### src/rtl/aes_cnt_regs_pkg.sv
// Shared AES top package: bus geometry, counter register offsets,
// CTRL bit positions and the register-select encoding.
package aes_cnt_regs_pkg;

  localparam int ADDRESS_SIZE      = 32;
  localparam int REG_SIZE          = 32;
  localparam int WORD_COUNTER_SIZE = 8;

  localparam logic [31:0] PERIPHERAL_ADDR = 32'h0000_1000;

  // Byte offsets of the statistics registers from the peripheral base
  localparam logic [31:0] MSG_CNT_OFFSET     = 32'h0;
  localparam logic [31:0] ADDER_CNT_OFFSET   = 32'h4;
  localparam logic [31:0] REMOVER_CNT_OFFSET = 32'h8;
  localparam logic [31:0] CTRL_OFFSET        = 32'hC;

  // CTRL register bit positions
  localparam int CTRL_COUNT_EN_BIT  = 0;
  localparam int CTRL_CLEAR_ALL_BIT = 1;

  // Which register (if any) the current bus address points at
  typedef enum logic [2:0] {
    REG_MSG,
    REG_ADDER,
    REG_REMOVER,
    REG_CTRL,
    REG_NONE
  } reg_sel_e;

endpackage

### src/rtl/aes_beat_counter.sv
// One stream beat counter with a sticky overflow flag.
// Priority on a given edge: clear, then load, then increment.
module aes_beat_counter
  import aes_cnt_regs_pkg::*;
#(
  parameter int WIDTH = WORD_COUNTER_SIZE
) (
  input  logic             clk,
  input  logic             rst,
  input  logic             clear_i,
  input  logic             load_i,
  input  logic [WIDTH-1:0] load_val_i,
  input  logic             inc_i,
  output logic [WIDTH-1:0] count_o,
  output logic             ovf_o
);

  logic [WIDTH-1:0] count_q, count_d;
  logic             ovf_q, ovf_d;

  // Next-state: clear beats a bus load, a bus load beats a stream beat
  always_comb begin
    count_d = count_q;
    ovf_d   = ovf_q;
    if (clear_i) begin
      count_d = '0;
      ovf_d   = 1'b0;
    end else if (load_i) begin
      count_d = load_val_i;
      ovf_d   = 1'b0;
    end else if (inc_i) begin
      count_d = count_q + WIDTH'(1);
      if (&count_q) begin
        ovf_d = 1'b1;
      end
    end
  end

  // Counter and overflow state registers
  always_ff @(posedge clk) begin
    if (rst) begin
      count_q <= '0;
      ovf_q   <= 1'b0;
    end else begin
      count_q <= count_d;
      ovf_q   <= ovf_d;
    end
  end

  assign count_o = count_q;
  assign ovf_o   = ovf_q;

endmodule

### src/rtl/aes_cnt_regs.sv
// Avalon-MM statistics block counting beats on the msg, adder and
// remover streams, with a CTRL register for enable and bulk clear.
module aes_cnt_regs #(
  parameter int ADDRESS_SIZE      = aes_cnt_regs_pkg::ADDRESS_SIZE,
  parameter int REG_SIZE          = aes_cnt_regs_pkg::REG_SIZE,
  parameter int WORD_COUNTER_SIZE = aes_cnt_regs_pkg::WORD_COUNTER_SIZE,
  parameter logic [ADDRESS_SIZE-1:0] BASE_ADDR =
    ADDRESS_SIZE'(aes_cnt_regs_pkg::PERIPHERAL_ADDR)
) (
  input  logic                    clk,
  input  logic                    rst,
  input  logic [ADDRESS_SIZE-1:0] avs_address,
  input  logic                    avs_read,
  input  logic                    avs_write,
  input  logic [REG_SIZE-1:0]     avs_writedata,
  output logic [REG_SIZE-1:0]     avs_readdata,
  output logic                    avs_readdatavalid,
  output logic                    avs_waitrequest,
  input  logic                    msg_vld,
  input  logic                    msg_rdy,
  input  logic                    adder_vld,
  input  logic                    adder_rdy,
  input  logic                    remover_vld,
  input  logic                    remover_rdy,
  output logic [2:0]              cnt_ovf
);

  import aes_cnt_regs_pkg::*;

  localparam logic [0:0] ST_IDLE = 1'b0;
  localparam logic [0:0] ST_RESP = 1'b1;

  reg_sel_e                     reg_sel;
  logic                         wr_accept, rd_accept, clear_all;
  logic                         count_en_q, count_en_d;
  logic [0:0]                   state_q, state_d;
  logic [REG_SIZE-1:0]          rdata_q, rdata_d;
  logic [WORD_COUNTER_SIZE-1:0] msg_cnt, adder_cnt, remover_cnt;
  logic                         msg_ovf, adder_ovf, remover_ovf;
  logic                         unused_wdata;

  assign avs_waitrequest = 1'b0;
  assign wr_accept       = avs_write;
  assign rd_accept       = avs_read && !avs_write;
  assign clear_all       = wr_accept && (reg_sel == REG_CTRL) &&
                           avs_writedata[CTRL_CLEAR_ALL_BIT];
  assign unused_wdata    = ^avs_writedata[REG_SIZE-1:WORD_COUNTER_SIZE];

  // Exact-match address decode; anything else, unaligned included, is no register
  always_comb begin
    reg_sel = REG_NONE;
    if (avs_address == BASE_ADDR + ADDRESS_SIZE'(MSG_CNT_OFFSET)) begin
      reg_sel = REG_MSG;
    end else if (avs_address == BASE_ADDR + ADDRESS_SIZE'(ADDER_CNT_OFFSET)) begin
      reg_sel = REG_ADDER;
    end else if (avs_address == BASE_ADDR + ADDRESS_SIZE'(REMOVER_CNT_OFFSET)) begin
      reg_sel = REG_REMOVER;
    end else if (avs_address == BASE_ADDR + ADDRESS_SIZE'(CTRL_OFFSET)) begin
      reg_sel = REG_CTRL;
    end
  end

  aes_beat_counter #(.WIDTH(WORD_COUNTER_SIZE)) u_msg_cnt (
    .clk        (clk),
    .rst        (rst),
    .clear_i    (clear_all),
    .load_i     (wr_accept && (reg_sel == REG_MSG)),
    .load_val_i (avs_writedata[WORD_COUNTER_SIZE-1:0]),
    .inc_i      (count_en_q && msg_vld && msg_rdy),
    .count_o    (msg_cnt),
    .ovf_o      (msg_ovf)
  );

  aes_beat_counter #(.WIDTH(WORD_COUNTER_SIZE)) u_adder_cnt (
    .clk        (clk),
    .rst        (rst),
    .clear_i    (clear_all),
    .load_i     (wr_accept && (reg_sel == REG_ADDER)),
    .load_val_i (avs_writedata[WORD_COUNTER_SIZE-1:0]),
    .inc_i      (count_en_q && adder_vld && adder_rdy),
    .count_o    (adder_cnt),
    .ovf_o      (adder_ovf)
  );

  aes_beat_counter #(.WIDTH(WORD_COUNTER_SIZE)) u_remover_cnt (
    .clk        (clk),
    .rst        (rst),
    .clear_i    (clear_all),
    .load_i     (wr_accept && (reg_sel == REG_REMOVER)),
    .load_val_i (avs_writedata[WORD_COUNTER_SIZE-1:0]),
    .inc_i      (count_en_q && remover_vld && remover_rdy),
    .count_o    (remover_cnt),
    .ovf_o      (remover_ovf)
  );

  // Snapshot the selected register (pre-increment) on an accepted read, zero otherwise
  always_comb begin
    rdata_d    = '0;
    count_en_d = count_en_q;
    state_d    = rd_accept ? ST_RESP : ST_IDLE;
    if (wr_accept && (reg_sel == REG_CTRL)) begin
      count_en_d = avs_writedata[CTRL_COUNT_EN_BIT];
    end
    if (rd_accept) begin
      case (reg_sel)
        REG_MSG: begin
          rdata_d[WORD_COUNTER_SIZE-1:0] = msg_cnt;
          rdata_d[WORD_COUNTER_SIZE]     = msg_ovf;
        end
        REG_ADDER: begin
          rdata_d[WORD_COUNTER_SIZE-1:0] = adder_cnt;
          rdata_d[WORD_COUNTER_SIZE]     = adder_ovf;
        end
        REG_REMOVER: begin
          rdata_d[WORD_COUNTER_SIZE-1:0] = remover_cnt;
          rdata_d[WORD_COUNTER_SIZE]     = remover_ovf;
        end
        REG_CTRL: begin
          rdata_d[CTRL_COUNT_EN_BIT] = count_en_q;
        end
        default: begin
          rdata_d = '0;
        end
      endcase
    end
  end

  // Read-response FSM, read data and count enable; reset aborts any pending read
  always_ff @(posedge clk) begin
    if (rst) begin
      state_q    <= ST_IDLE;
      rdata_q    <= '0;
      count_en_q <= 1'b1;
    end else begin
      state_q    <= state_d;
      rdata_q    <= rdata_d;
      count_en_q <= count_en_d;
    end
  end

  assign avs_readdatavalid = (state_q == ST_RESP);
  assign avs_readdata      = rdata_q;
  assign cnt_ovf           = {remover_ovf, adder_ovf, msg_ovf};

endmodule

### config.mk
export PLATFORM = sky130hd
export DESIGN_NAME = aes_cnt_regs
export DESIGN_NICKNAME = d
export VERILOG_FILES = /design/src/rtl/aes_cnt_regs_pkg.sv /design/src/rtl/aes_beat_counter.sv /design/src/rtl/aes_cnt_regs.sv
export SDC_FILE = /design/constraint.sdc
export NUM_CORES = 1
export LEC_CHECK = 0
export ABC_AREA = 1
export ABC_CLOCK_PERIOD_IN_PS = 1600
export CORE_ASPECT_RATIO = 1.5
export CORE_MARGIN = 2
export CORE_UTILIZATION = 45
export DETAILED_ROUTE_END_ITERATION = 8
export GPL_TIMING_DRIVEN = 0
export PLACE_DENSITY = 0.89
export SLEW_MARGIN = 40
export SYNTH_ARGS = -nofsm -noshare
export SYNTH_HDL_FRONTEND = slang
export SYNTH_SLANG_ARGS = --single-unit
### constraint.sdc
create_clock -name clk -period 1.6 [get_ports clk]
set_clock_uncertainty 0.05 [all_clocks]
set_input_delay 0.32 -clock clk [delete_from_list [all_inputs] [get_ports clk]]
set_output_delay 0.32 -clock clk [all_outputs]
set_load 0.01 [all_outputs]
==> impl_results.md <==
* Status: finished, violations left
* Failing checks: setup timing
* Setup Crit Path Kind: in -> reg
* Fill cells at 512
* YS warnings at 0
* Number of placed instances, taps included at 678
* Slew Limit Fails at 0
* Top-count cell post-synth: nand2_1
* Post-synth top cells: nand2_1 (136), nor2_1 (96), inv_1 (64), nand3_1 (64), dfxtp_1 (38)
* Post-Synth Simple-Gate Area at 47.3%
* Hold WC Path Type: in -> reg
* Syn Inst Count at 518
* Total iterations of the first detailed-routing run at 5
* RSZ-0062 raised after global routing: yes
* Register area at 769 µm²
* GRT busiest layer: met2
* First-pass GRT wire length at 15,500 µm
* # IOs at 111
* Max-slew headroom at 64.7%
* Largest net degree at the start of global routing at 12
* Vias in the first global route at 3,570
* F_max at 593 MHz
* Area share of the largest cell type after synthesis at 25.3%
* Worst setup EP type: register
* Clock Tree Root: clkbuf_8
* Die X at 70.7 µm
* Crit path setup slack, layout at -0.0873 ns
* Pre-CTS setup slack at -0.537 ns
* DR iter-0 viols at 314
* DRC viols at 0
* Hold Fails Final Rpt at 0
* CTS Buffer Depth at 2
* Power, Total at 2.23 mW
* XOR/XNOR Fraction of Synth Area at 1.75%
* Synthesis-to-layout area growth at 47.5%
* # setup viols final at 14
* Core Area at 0.00649 mm²
* Pwr Density at 503 mW/mm²
* Post-synthesis sequential element count at 38
* CTS tree: yes
* Layout Cells excl Fill at 714
* Clock transition at the registers of the reported paths at 0.07 ns
* Total wire length at 10,900 µm
* Global Route met2 Usage at 46.1%
* Leak pwr at 2.08 nW
* GRT Util Overall at 25.7%
* Complex-gate fraction of the synthesized area at 5.87%
* Worst slew pin tran at 0.530 ns
* Starting Density at 46.3%
* Area of the multi-input gates at 0.00210 mm²
* Crit path launch type: input port
* IO buf count at 61
* Mux cell area share after synthesis at 0%
* Initial antenna violation count at 0
* Most frequently used flop master after synthesis: dfxtp_1
* Routed Antenna Nets at 0
* Post-synth top area cell: dfxtp_1
* Sequential area share after synthesis at 25.3%
* Async SR Flop Fraction at 0%
* Routed len/inst at 15.3 µm
* Hold buffer count at CTS at 0
* Layout cells sized above 1 at 31.0%
* Grt total ovfl at 0
* Routability Congestion at 0.941
* Unique masters post-synth at 29
* Detail Placement HPWL at 6410 µm
* Worst Path Arrival at 1.87 ns
* VDD IR max at 0.000317 V
* Synth area leaders: dfxtp_1 (25%), nand2_1 (17%), nor2_1 (12%), nand3_1 (11%), inv_1 (8.0%)
* # H-tree levels at 2
* EDFF count, synth at 0
* Final Critical Period at 1.69 ns
* Met3 Use GR at 4.36%
* Final Cycle Share at 105%
* Final non-filler cell area at 0.00443 mm²
* Vias per cell at 5.49
* Largest family of logic cells by synthesized area: simple AND/OR/NAND/NOR gates
* Crit-path max FO at 5
* MaxCap Viol Count at 0
* Synth Area in Adders at 1.25%
* Cell Area, Synth at 0.00301 mm²
* DIE AREA at 0.00736 mm²
* Antenna cells at 0
* Clk Latency, worst-skew pair at 0.29 ns
* Utilization after layout at 68.4%
* CTS Buf Count at 5
* # rows at 36
* Critical Path RT at 1.78 ns
* Grt met1 use at 26.6%
* Nets at 715
* Mean Syn Cell Area at 5.80 µm²
* # clock sinks at 38
* Vias post-DR at 3,919
* Area post-placement at 0.00380 mm²
* Die height at 104 µm
==> timing repair <==
item,in CTS,in global routing
buffers inserted,21,4
gates resized for setup,74,131
pin swaps,15,36
cloned,3,2
endpoints found under the setup margin,40,37
==> registers in the layout, indices dropped and copies added (netlist names) <==
name / count
avs_readdata: 9
u_adder_cnt.count_o: 8
u_msg_cnt.count_o: 8
u_remover_cnt.count_o: 8
avs_readdatavalid: 1
count_en_q: 1
u_adder_cnt.ovf_o: 1
u_msg_cnt.ovf_o: 1
u_remover_cnt.ovf_o: 1
==> stage by stage <==
stage                     hold slack (ns)  TNS, ns
after detailed placement            0.481   -18.17
after CTS                           0.389        0
final                               0.429   -0.347
after global routing                0.442    -2.01
after floorplan                     0.412        0
after global placement              0.481   -17.52
==> area by class of cell <==
type / instances / area share (%)
Multi-Input combinational cell: 395 / 47.3
Timing Repair Buffer: 89 / 17.7
Sequential cell: 38 / 17.4
Buffer: 39 / 6.91
Inverter: 69 / 6.01
Tap cell: 76 / 2.14
Clock buffer: 6 / 1.86
Clock inverter: 1 / 0.677
Timing Repair inverter: 1 / 0.113
==> worst paths after layout <==
| kind | from | endpoint | slack (ns) | depth (start not counted) |
|---|---|---|---|---|
| setup / recovery | avs_address[1] | avs_readdata[1]$_SDFF_PP0_ | -0.09 | 11 |
| hold / removal | avs_write | avs_readdatavalid$_SDFF_PP0_ | 0.43 | 2 |
| setup reg to reg | u_msg_cnt.count_o[0]$_SDFFE_PP0P_ | u_msg_cnt.count_o[6]$_SDFFE_PP0P_ | 0.06 | 7 |
| hold reg to reg | u_remover_cnt.count_o[0]$_SDFFE_PP0P_ | avs_readdata[0]$_SDFF_PP0_ | 0.48 | 2 |
==> placed cells by master, fill, tap and decap left out, types with 3 or more instances in the layout <==
master / n
nor2_1: 64
clkbuf_8: 6
nand3_1: 57
ha_1: 3
nand3_4: 4
nand2_2: 21
clkbuf_1: 3
nand3_2: 6
xor2_1: 4
conb_1: 24
dlygate4sd2_1: 9
nand2_4: 6
nor2_2: 25
buf_4: 49
inv_1: 54
buf_6: 7
nor2_4: 16
buf_12: 3
inv_2: 13
nand4_1: 6
o21ai_0: 9
clkdlybuf4s50_1: 26
dfxtp_1: 31
a21oi_1: 18
clkbuf_2: 20
dfxtp_2: 7
nand2_1: 114
clkdlybuf4s15_1: 7
==> power by group <==
group          total, mW  internal, mW  switching [mW]
combinational      0.420         0.197           0.223
sequential         0.968         0.956          0.0118
clock              0.840         0.499           0.342
==> critical path: stages <==
cell,delay (ns)
dlygate4sd2_1,0.28
nor2_4,0.18
nand2_2,0.12
nor2_2,0.20
nor2_1,0.11
nor2_4,0.13
buf_4,0.17
nand3_1,0.12
nand2_2,0.10
inv_1,0.05
nor2_2,0.08
==> logic make-up (layout without fill, tap and decap cells) <==
group | count (synthesis) | after routing
compound gates | 34 | 34
xor+xnor | 6 | 6
fa+ha+maj | 3 | 3
buf+inv | 109 | 205
flops | 38 | 38
other cells | 1 | 24
simple gates | 327 | 328
==> metal layers <==
| layer | vias up | part of all wire [%] | routed length [µm] |
|---|---|---|---|
| li1 | 1800 | - | - |
| met1 | 1704 | 32 | 3490 |
| met2 | 307 | 51 | 5520 |
| met3 | 108 | 8.9 | 977 |
| met4 | 0 | 8.6 | 942 |
| met5 | - | 0 | 0 |
(Power assumes the default switching activity.)
